$ cat config.mk
export PLATFORM = sky130hd
export DESIGN_NAME = irig_encode
export DESIGN_NICKNAME = d
export VERILOG_FILES = /design/src/rtl/irig_pkg.sv /design/src/rtl/irig_bcd_time_inc.sv /design/src/rtl/irig_encode.sv
export SDC_FILE = /design/constraint.sdc
export NUM_CORES = 1
export LEC_CHECK = 0
export ABC_AREA = 1
export BUFFER_PORTS_ARGS = -buffer_cell sky130_fd_sc_hd__buf_4
export CAP_MARGIN = 0
export CORE_UTILIZATION = 52
export CTS_CLUSTER_DIAMETER = 80
export DETAILED_ROUTE_END_ITERATION = 6
export PLACE_DENSITY = 0.66
export SYNTH_ARGS = -nofsm -noshare
export SYNTH_HDL_FRONTEND = slang
export SYNTH_SLANG_ARGS = --single-unit
$ cat constraint.sdc
create_clock -name clk -period 3 [get_ports clk]
set_input_delay 0.15 -clock clk [delete_from_list [all_inputs] [get_ports clk]]
set_output_delay 0.15 -clock clk [all_outputs]
set_load 0.1 [all_outputs]
$ cat src/rtl/irig_pkg.sv
`default_nettype none
// +----------------------------------------------------------------------+
// | irig_pkg : IRIG-B frame map, BCD time type and symbol lookup          |
// | Rev 1.0  : initial release                                           |
// +----------------------------------------------------------------------+
package irig_pkg;

    localparam int FRAME_BITS   = 100;
    localparam int BIT_IDX_W    = 7;
    localparam int SEC_W        = 17;
    localparam int DAY_W        = 9;
    localparam int YEAR_W       = 7;
    localparam int SECS_PER_DAY = 86400;
    localparam int MAX_DAY      = 366;
    localparam int MAX_YEAR     = 99;

    // Field LSB positions within the 100-bit frame; markers sit at 0 and n*10+9.
    localparam int POS_PR     = 0;
    localparam int POS_SEC_U  = 1;
    localparam int POS_SEC_T  = 6;
    localparam int POS_MIN_U  = 10;
    localparam int POS_MIN_T  = 15;
    localparam int POS_HR_U   = 20;
    localparam int POS_HR_T   = 25;
    localparam int POS_DAY_U  = 30;
    localparam int POS_DAY_T  = 35;
    localparam int POS_DAY_H  = 40;
    localparam int POS_YR_U   = 50;
    localparam int POS_YR_T   = 55;
    localparam int POS_SBS_LO = 80;
    localparam int POS_SBS_HI = 90;

    typedef enum logic [1:0] {SYM_ZERO, SYM_ONE, SYM_MARK} irig_sym_t;

    typedef struct packed {
        logic [7:0]  ss;
        logic [7:0]  mm;
        logic [7:0]  hh;
        logic [11:0] ddd;
        logic [7:0]  yy;
    } bcd_time_t;

    localparam bcd_time_t BCD_EPOCH = '{ss: 8'h00, mm: 8'h00, hh: 8'h00, ddd: 12'h001, yy: 8'h00};

    function automatic logic [7:0] bcd_inc8(input logic [7:0] v);
        return (v[3:0] == 4'd9) ? {v[7:4] + 4'd1, 4'd0} : {v[7:4], v[3:0] + 4'd1};
    endfunction

    function automatic logic [11:0] bcd_inc12(input logic [11:0] v);
        if (v[3:0] != 4'd9)
            return {v[11:4], v[3:0] + 4'd1};
        else if (v[7:4] != 4'd9)
            return {v[11:8], v[7:4] + 4'd1, 4'd0};
        else
            return {v[11:8] + 4'd1, 8'h00};
    endfunction

    function automatic irig_sym_t irig_symbol(input logic [BIT_IDX_W-1:0] bit_idx,
                                              input bcd_time_t t,
                                              input logic [SEC_W-1:0] sbs);
        logic [FRAME_BITS-1:0] data;
        data = '0;
        data[POS_SEC_U  +: 4] = t.ss[3:0];
        data[POS_SEC_T  +: 3] = t.ss[6:4];
        data[POS_MIN_U  +: 4] = t.mm[3:0];
        data[POS_MIN_T  +: 3] = t.mm[6:4];
        data[POS_HR_U   +: 4] = t.hh[3:0];
        data[POS_HR_T   +: 2] = t.hh[5:4];
        data[POS_DAY_U  +: 4] = t.ddd[3:0];
        data[POS_DAY_T  +: 4] = t.ddd[7:4];
        data[POS_DAY_H  +: 2] = t.ddd[9:8];
        data[POS_YR_U   +: 4] = t.yy[3:0];
        data[POS_YR_T   +: 4] = t.yy[7:4];
        data[POS_SBS_LO +: 9] = sbs[8:0];
        data[POS_SBS_HI +: 8] = sbs[16:9];
        if (bit_idx == 7'(POS_PR) || (bit_idx % 7'd10) == 7'd9)
            return SYM_MARK;
        return data[bit_idx] ? SYM_ONE : SYM_ZERO;
    endfunction

endpackage
`default_nettype wire

$ cat src/rtl/irig_bcd_time_inc.sv
`default_nettype none
// +----------------------------------------------------------------------+
// | irig_bcd_time_inc : combinational BCD + binary time step             |
// | Rev 1.0  : initial release                                           |
// +----------------------------------------------------------------------+
module irig_bcd_time_inc
    import irig_pkg::*;
(
    input  bcd_time_t          i_t,
    input  logic [SEC_W-1:0]   i_sec,
    input  logic [DAY_W-1:0]   i_day,
    input  logic [YEAR_W-1:0]  i_year,
    input  logic               i_inc_sec,
    input  logic               i_inc_day,
    input  logic               i_inc_year,
    input  logic               i_roll,
    output bcd_time_t          o_t,
    output logic [SEC_W-1:0]   o_sec,
    output logic [DAY_W-1:0]   o_day,
    output logic [YEAR_W-1:0]  o_year
);

    logic w_day_step;
    logic w_year_step;

    // With i_roll=0 each field steps independently (converter); with i_roll=1
    // second/day wraps cascade into day/year (per-second advance).
    always_comb begin
        o_t         = i_t;
        o_sec       = i_sec;
        o_day       = i_day;
        o_year      = i_year;
        w_day_step  = i_inc_day;
        w_year_step = i_inc_year;

        if (i_inc_sec) begin
            o_sec = (i_sec == 17'(SECS_PER_DAY - 1)) ? '0 : i_sec + 17'd1;
            if (i_t.ss != 8'h59) begin
                o_t.ss = bcd_inc8(i_t.ss);
            end else begin
                o_t.ss = 8'h00;
                if (i_t.mm != 8'h59) begin
                    o_t.mm = bcd_inc8(i_t.mm);
                end else begin
                    o_t.mm = 8'h00;
                    if (i_t.hh != 8'h23) begin
                        o_t.hh = bcd_inc8(i_t.hh);
                    end else begin
                        o_t.hh = 8'h00;
                        if (i_roll)
                            w_day_step = 1'b1;
                    end
                end
            end
        end

        if (w_day_step) begin
            if (i_roll && (i_t.ddd == 12'h366 ||
                           (i_t.ddd == 12'h365 && i_year[1:0] != 2'd0))) begin
                o_t.ddd = 12'h001;
                o_day   = 9'd1;
                if (i_roll)
                    w_year_step = 1'b1;
            end else begin
                o_t.ddd = bcd_inc12(i_t.ddd);
                o_day   = i_day + 9'd1;
            end
        end

        if (w_year_step) begin
            if (i_t.yy == 8'h99) begin
                o_t.yy = 8'h00;
                o_year = '0;
            end else begin
                o_t.yy = bcd_inc8(i_t.yy);
                o_year = i_year + 7'd1;
            end
        end
    end

endmodule
`default_nettype wire

$ cat src/rtl/irig_encode.sv
`default_nettype none
// +----------------------------------------------------------------------+
// | irig_encode : IRIG-B pulse-width frame generator with local timebase |
// | Rev 1.0  : initial release                                           |
// +----------------------------------------------------------------------+
module irig_encode
    import irig_pkg::*;
#(
    parameter int CLK_HZ     = 10000000,
    parameter int BIT_CYCLES = CLK_HZ / 100,
    parameter int W_ZERO     = CLK_HZ / 500,
    parameter int W_ONE      = CLK_HZ / 200,
    parameter int W_MARK     = CLK_HZ * 8 / 1000
) (
    input  logic               clk,
    input  logic               rst,
    input  logic               load,
    input  logic [SEC_W-1:0]   ld_sec_day,
    input  logic [DAY_W-1:0]   ld_day,
    input  logic [YEAR_W-1:0]  ld_year,
    output logic               busy,
    output logic               load_err,
    output logic               irigb,
    output logic               pps,
    output logic               tx_valid,
    output logic [SEC_W-1:0]   ts_sec_day,
    output logic [DAY_W-1:0]   ts_day,
    output logic [YEAR_W-1:0]  ts_year
);

    localparam int CW = $clog2(BIT_CYCLES);
    localparam logic [CW-1:0] C_LAST_CYC = CW'(BIT_CYCLES - 1);
    localparam logic [CW-1:0] C_W_ZERO   = CW'(W_ZERO);
    localparam logic [CW-1:0] C_W_ONE    = CW'(W_ONE);
    localparam logic [CW-1:0] C_W_MARK   = CW'(W_MARK);

    localparam logic [1:0] ST_IDLE  = 2'd0;
    localparam logic [1:0] ST_CONV  = 2'd1;
    localparam logic [1:0] ST_READY = 2'd2;

    logic [CW-1:0]        r_cyc;
    logic [BIT_IDX_W-1:0] r_bit;
    logic                 w_last_cyc, w_frame_end;
    logic [1:0]           r_state, w_state_nxt;
    logic                 w_ld_ok, w_accept, w_conv_done;
    logic                 r_load_err, r_tx_valid;

    logic [SEC_W-1:0]     r_cnt_sec, r_conv_sec, w_conv_sec, r_sec, w_adv_sec;
    logic [DAY_W-1:0]     r_cnt_day, r_conv_day, w_conv_day, r_day, w_adv_day;
    logic [YEAR_W-1:0]    r_cnt_year, r_conv_year, w_conv_year, r_year, w_adv_year;
    bcd_time_t            r_conv, w_conv, r_frm, w_adv;
    irig_sym_t            w_sym;
    logic [CW-1:0]        w_width;

    assign w_last_cyc  = (r_cyc == C_LAST_CYC);
    assign w_frame_end = w_last_cyc && (r_bit == 7'(FRAME_BITS - 1));

    always_ff @(posedge clk) begin
        if (!rst) begin
            r_cyc <= '0;
            r_bit <= '0;
        end else if (w_last_cyc) begin
            r_cyc <= '0;
            r_bit <= (r_bit == 7'(FRAME_BITS - 1)) ? '0 : r_bit + 7'd1;
        end else begin
            r_cyc <= r_cyc + CW'(1);
        end
    end

    assign w_ld_ok = (ld_sec_day <= 17'(SECS_PER_DAY - 1)) && (ld_day != '0) &&
                     (ld_day <= 9'(MAX_DAY)) && (ld_year <= 7'(MAX_YEAR));
    assign w_accept    = load && !busy && w_ld_ok;
    assign w_conv_done = (r_cnt_sec == '0) && (r_cnt_day == '0) && (r_cnt_year == '0);

    always_ff @(posedge clk) begin
        if (!rst)
            r_state <= ST_IDLE;
        else
            r_state <= w_state_nxt;
    end

    always_comb begin
        w_state_nxt = r_state;
        case (r_state)
            ST_IDLE:  if (w_accept)    w_state_nxt = ST_CONV;
            ST_CONV:  if (w_conv_done) w_state_nxt = ST_READY;
            ST_READY: if (w_frame_end) w_state_nxt = ST_IDLE;
            default:                   w_state_nxt = ST_IDLE;
        endcase
    end

    always_comb begin
        busy = (r_state != ST_IDLE);
    end

    irig_bcd_time_inc u_conv_step (
        .i_t        (r_conv),
        .i_sec      (r_conv_sec),
        .i_day      (r_conv_day),
        .i_year     (r_conv_year),
        .i_inc_sec  (r_cnt_sec != '0),
        .i_inc_day  (r_cnt_day != '0),
        .i_inc_year (r_cnt_year != '0),
        .i_roll     (1'b0),
        .o_t        (w_conv),
        .o_sec      (w_conv_sec),
        .o_day      (w_conv_day),
        .o_year     (w_conv_year)
    );

    irig_bcd_time_inc u_advance (
        .i_t        (r_frm),
        .i_sec      (r_sec),
        .i_day      (r_day),
        .i_year     (r_year),
        .i_inc_sec  (1'b1),
        .i_inc_day  (1'b0),
        .i_inc_year (1'b0),
        .i_roll     (1'b1),
        .o_t        (w_adv),
        .o_sec      (w_adv_sec),
        .o_day      (w_adv_day),
        .o_year     (w_adv_year)
    );

    // Binary down-counters drain into BCD up-counters; binary copies climb alongside.
    always_ff @(posedge clk) begin
        if (!rst) begin
            r_cnt_sec   <= '0;
            r_cnt_day   <= '0;
            r_cnt_year  <= '0;
            r_conv      <= '0;
            r_conv_sec  <= '0;
            r_conv_day  <= '0;
            r_conv_year <= '0;
        end else if (w_accept) begin
            r_cnt_sec   <= ld_sec_day;
            r_cnt_day   <= ld_day - 9'd1;
            r_cnt_year  <= ld_year;
            r_conv      <= BCD_EPOCH;
            r_conv_sec  <= '0;
            r_conv_day  <= 9'd1;
            r_conv_year <= '0;
        end else if (r_state == ST_CONV) begin
            if (r_cnt_sec != '0)  r_cnt_sec  <= r_cnt_sec - 17'd1;
            if (r_cnt_day != '0)  r_cnt_day  <= r_cnt_day - 9'd1;
            if (r_cnt_year != '0) r_cnt_year <= r_cnt_year - 7'd1;
            r_conv      <= w_conv;
            r_conv_sec  <= w_conv_sec;
            r_conv_day  <= w_conv_day;
            r_conv_year <= w_conv_year;
        end
    end

    always_ff @(posedge clk) begin
        if (!rst) begin
            r_frm      <= '0;
            r_sec      <= '0;
            r_day      <= '0;
            r_year     <= '0;
            r_tx_valid <= 1'b0;
        end else if (w_frame_end) begin
            if (r_state == ST_READY) begin
                r_frm      <= r_conv;
                r_sec      <= r_conv_sec;
                r_day      <= r_conv_day;
                r_year     <= r_conv_year;
                r_tx_valid <= 1'b1;
            end else if (r_tx_valid) begin
                r_frm  <= w_adv;
                r_sec  <= w_adv_sec;
                r_day  <= w_adv_day;
                r_year <= w_adv_year;
            end
        end
    end

    always_ff @(posedge clk) begin
        if (!rst)
            r_load_err <= 1'b0;
        else
            r_load_err <= load && (busy || !w_ld_ok);
    end

    always_comb begin
        w_sym = irig_symbol(r_bit, r_frm, r_sec);
        case (w_sym)
            SYM_MARK: w_width = C_W_MARK;
            SYM_ONE:  w_width = C_W_ONE;
            default:  w_width = C_W_ZERO;
        endcase
    end

    // Gating pps with rst keeps it low while reset is held, yet lets cycle 0 pulse.
    assign pps        = rst && (r_bit == '0) && (r_cyc == '0);
    assign irigb      = r_tx_valid && (r_cyc < w_width);
    assign load_err   = r_load_err;
    assign tx_valid   = r_tx_valid;
    assign ts_sec_day = r_sec;
    assign ts_day     = r_day;
    assign ts_year    = r_year;

endmodule
`default_nettype wire

==> results.sh <==
export IMPL_syn_area_um2=12800
export IMPL_drt_iter0_markers=901
export IMPL_syn_inst=1899
export IMPL_p_int_mw=6.01
export IMPL_grt_max_degree=64
export IMPL_ff2ff_path_depth=16
export IMPL_antenna_found_initial=0
export IMPL_wl_met2_um=16400
export IMPL_cp_end_kind="output port"
export IMPL_layout_commonest_cell="nand2_1"
export IMPL_maxSlewHeadroom=0.430
export IMPL_die_y_um=159
export IMPL_htreeDepth=1
export IMPL_placed_cell_area_um2=14200
export IMPL_finalInstanceArea_um2=15400
export IMPL_avgSynthCellArea_um2=6.76
export IMPL_top_layer="met4"
export IMPL_synth_compound_area_frac=0.180
export IMPL_layout_drive_gt1_share=0.134
export IMPL_worst_hold_slack_ns=0.0261
export IMPL_tightest_slew_ns=0.852
export IMPL_vias=12900
export IMPL_ys_ff_latch=215
export IMPL_yosys_area_share_simple=0.283
export IMPL_grt_pass1_wl_um=57500
export IMPL_tns_ns=-0.437
export IMPL_min_path_type="primary input to flop"
export IMPL_grt_ovfl_total=0
export IMPL_final_cell_mix="nand2_1, inv_1, nor2_1, dfxtp_1, buf_4"
export IMPL_first_global_vias=12100
export IMPL_dp_slack_ns=-0.0820
export IMPL_cap_violations=0
export IMPL_fp_row_count=57
export IMPL_grt_total_usage=0.270
export IMPL_seqPwrFrac=0.360
export IMPL_ctsRootBufferMaster="clkbuf_16"
export IMPL_core_um2=24200
export IMPL_die_area_um2=25300
export IMPL_setup_ws_ns=-0.437
export IMPL_synth_top_family_by_area="simple AND/OR/NAND/NOR gates"
export IMPL_drt_vias_per_instance=5.41
export IMPL_worstSetupStartpointType="flop"
export IMPL_fin_util=0.636
export IMPL_skew_ns=0.0109
export IMPL_crit_path_max_fanout=5
export IMPL_final_setup_viol_count=1
export IMPL_first_pass_iters=7
export IMPL_syn_num_nets=1995
export IMPL_met1Wirelength_um=15800
export IMPL_ys_warn_count=0
export IMPL_gp_congestion=0.927
export IMPL_hold_violations=0
export IMPL_synthXorXnorAreaFrac=0.0416
export IMPL_fin_nets=2138
export IMPL_ir_worst_vdd_mv=0.532
export IMPL_min_delay_path_depth=5
export IMPL_die_width_um=159
export IMPL_wire_per_inst_um=14.4
export IMPL_port_buffers=73
export IMPL_io_pins=74
export IMPL_max_freq_mhz=291
export IMPL_clk_latency_ns=0.53
export IMPL_p_comb_frac=0.295
export IMPL_synth_mux_area_frac=0
export IMPL_period_share=1.15
export IMPL_synth_fa_ha_area_frac=0.0585
export IMPL_status="complete, but fails checks"
export IMPL_power_frac_clock=0.345
export IMPL_cts_path_max_buffers=3
export IMPL_violations="setup timing"
export IMPL_fillerInstances=2275
export IMPL_cts_tree="built"
export IMPL_path_clk_slew_ns=0.06
export IMPL_cp_required_ns=2.85
export IMPL_antenna_left=0
export IMPL_met3_wirelength_um=1600
export IMPL_switchingPower_mw=3.26
export IMPL_drc=0
export IMPL_cts_sinks=215
export IMPL_initial_core_util=0.529
export IMPL_fin_crit_ns=3.44
export IMPL_async_flop_share=0
export IMPL_synth_flop_cell="dfxtp_1"
export IMPL_diodes=0
export IMPL_numCtsBuffers=26
export IMPL_finalMaxSlewViolations=0
export IMPL_path_class="flop to output port"
export IMPL_ys_types=52
export IMPL_area_delta_synth_final_pct=20.1
export IMPL_leakage_nw=6.42
export IMPL_p_sw_frac=0.352
export IMPL_wl_um=34500
export IMPL_synth_edf_count=0
export IMPL_arrival_ns=3.29
export IMPL_yosysSeqAreaShare=0.335
export IMPL_hpwlAfterDp_um=24900
export IMPL_cellPowerDensity_nw_per_um2=601
export IMPL_rsz0062_at_grt="yes"
[power by group through the flow]
| stage | Clock (mW) | Sequential (mW) | Combinational [mW] |
|---|---|---|---|
| 2_1_floorplan | 0 | 3.35 | 2.03 |
| 3_3_place_gp | 0 | 3.39 | 2.65 |
| 3_5_place_dp | 0 | 3.40 | 2.69 |
| 4_1_cts | 3.26 | 3.34 | 2.74 |
| 5_1_grt | 3.38 | 3.38 | 3.09 |
| 6_report | 3.20 | 3.34 | 2.73 |
[what timing repair did]
item	4_1_cts	5_1_grt
hold endpoints to repair	33	0
cloned	0	0
setup endpoints to repair	1	3
resized for setup	21	2
setup buffers	1	0
pin swaps	9	1
hold buffers	25	0
[state kept, by name, indices dropped and copies added, names as in the netlist]
register     cells
r_conv          44
ts_day           9
r_bit            7
load_err         1
r_conv_sec      17
r_conv_day       9
r_cnt_sec       17
r_cyc           17
tx_valid         1
r_cnt_day        9
r_cnt_year       7
r_frm           44
ts_year          7
ts_sec_day      17
r_state          2
r_conv_year      7
[final timing paths]
kind	startpoint	endpoint	slack, ns
setup / recovery	r_bit[4]$_SDFFE_PN0N_	irigb	-0.44
hold / removal	ld_sec_day[9]	r_cnt_sec[9]$_SDFFE_PN0P_	0.03
setup reg to reg	r_cyc[0]$_SDFF_PP0_	r_frm[6]$_SDFFE_PN0P_	0.28
hold reg to reg	r_cyc[0]$_SDFF_PP0_	r_cyc[0]$_SDFF_PP0_	0.45
[metal layers]
layer / up-vias / track usage
met5: - / 0
met4: 0 / 0.0704
met3: 49 / 0.0331
met2: 303 / 0.473
met1: 5936 / 0.349
li1: 6615 / -
[through the flow]
stage	std cells	power, mW
final	2386	9.27
after global routing	2386	9.86
after CTS	2386	9.34
after detailed placement	2312	6.09
after global placement	2312	6.04
after floorplan	1899	5.39
[layout make-up]
type | instances | area, um2 | area share
tap | 324 | 405 | 0.0263
sequential | 215 | 4350 | 0.282
timing repair buffer | 172 | 1380 | 0.0897
clock buffer | 41 | 820 | 0.0532
inverter | 285 | 1080 | 0.0701
multi-input combinational | 1342 | 7310 | 0.474
clock inverter | 7 | 66.3 | 0.00430
[cells in the mapped netlist (2+ instances only)]
cell type  number  area, um2
a211oi_1       20        150
a21o_1          2       15.0
a21oi_1       123        616
a21oi_4         2       32.5
a221oi_1       10       87.6
a22oi_1        15        113
a31oi_1        27        169
a32oi_1         3       26.3
buf_1           3       11.3
buf_2           9       45.0
clkbuf_1       44        165
clkinv_1        3       11.3
dfxtp_1       215       4300
ha_1           60        751
inv_1         273       1020
inv_2           8       30.0
nand2_1       327       1230
nand2_2         3       18.8
nand3_1       121        606
nand3_2         4       40.0
nand3b_1        4       30.0
nand4_1        29        181
nor2_1        222        833
nor2_2          9       56.3
nor3_1         59        295
nor3_2          3       30.0
nor3b_1        16        120
nor4_1         15       93.8
o211a_1         2       20.0
o211ai_1        6       45.0
o21a_1          6       45.0
o21ai_0       127        636
o21ai_1         9       45.0
o21bai_1        2       15.0
o22ai_1        31        194
o31ai_1         4       30.0
o32ai_1         2       17.5
or2_2           7       43.8
or4_1           2       15.0
xnor2_1        15        131
xor2_1         46        403
[worst max-delay path, stage by stage, from the launching register on]
cell and delay (ns):
dfxtp_4 0.37, inv_2 0.06, nand3_2 0.09, nand2_1 0.07, nor3_1 0.28, nor2_2 0.10, inv_1 0.06, nand2_1 0.06
nand3_1 0.08, nor2_1 0.04, nand2_1 0.09, nand2_2 0.07, or2_4 0.25, ha_4 0.22, a21oi_2 0.12, nor3_1 0.05
a211oi_1 0.19, nor2_1 0.08, nor2_1 0.12, nand2_2 0.08, nor2_4 0.11, buf_12 0.18
[kinds of logic after synthesis]
logic type / Yosys count
compound gates: 397
xor+xnor: 61
fa+ha+maj: 60
buf+inv: 342
flops: 215
simple gates: 824
Power figures use the tool's default switching activity.
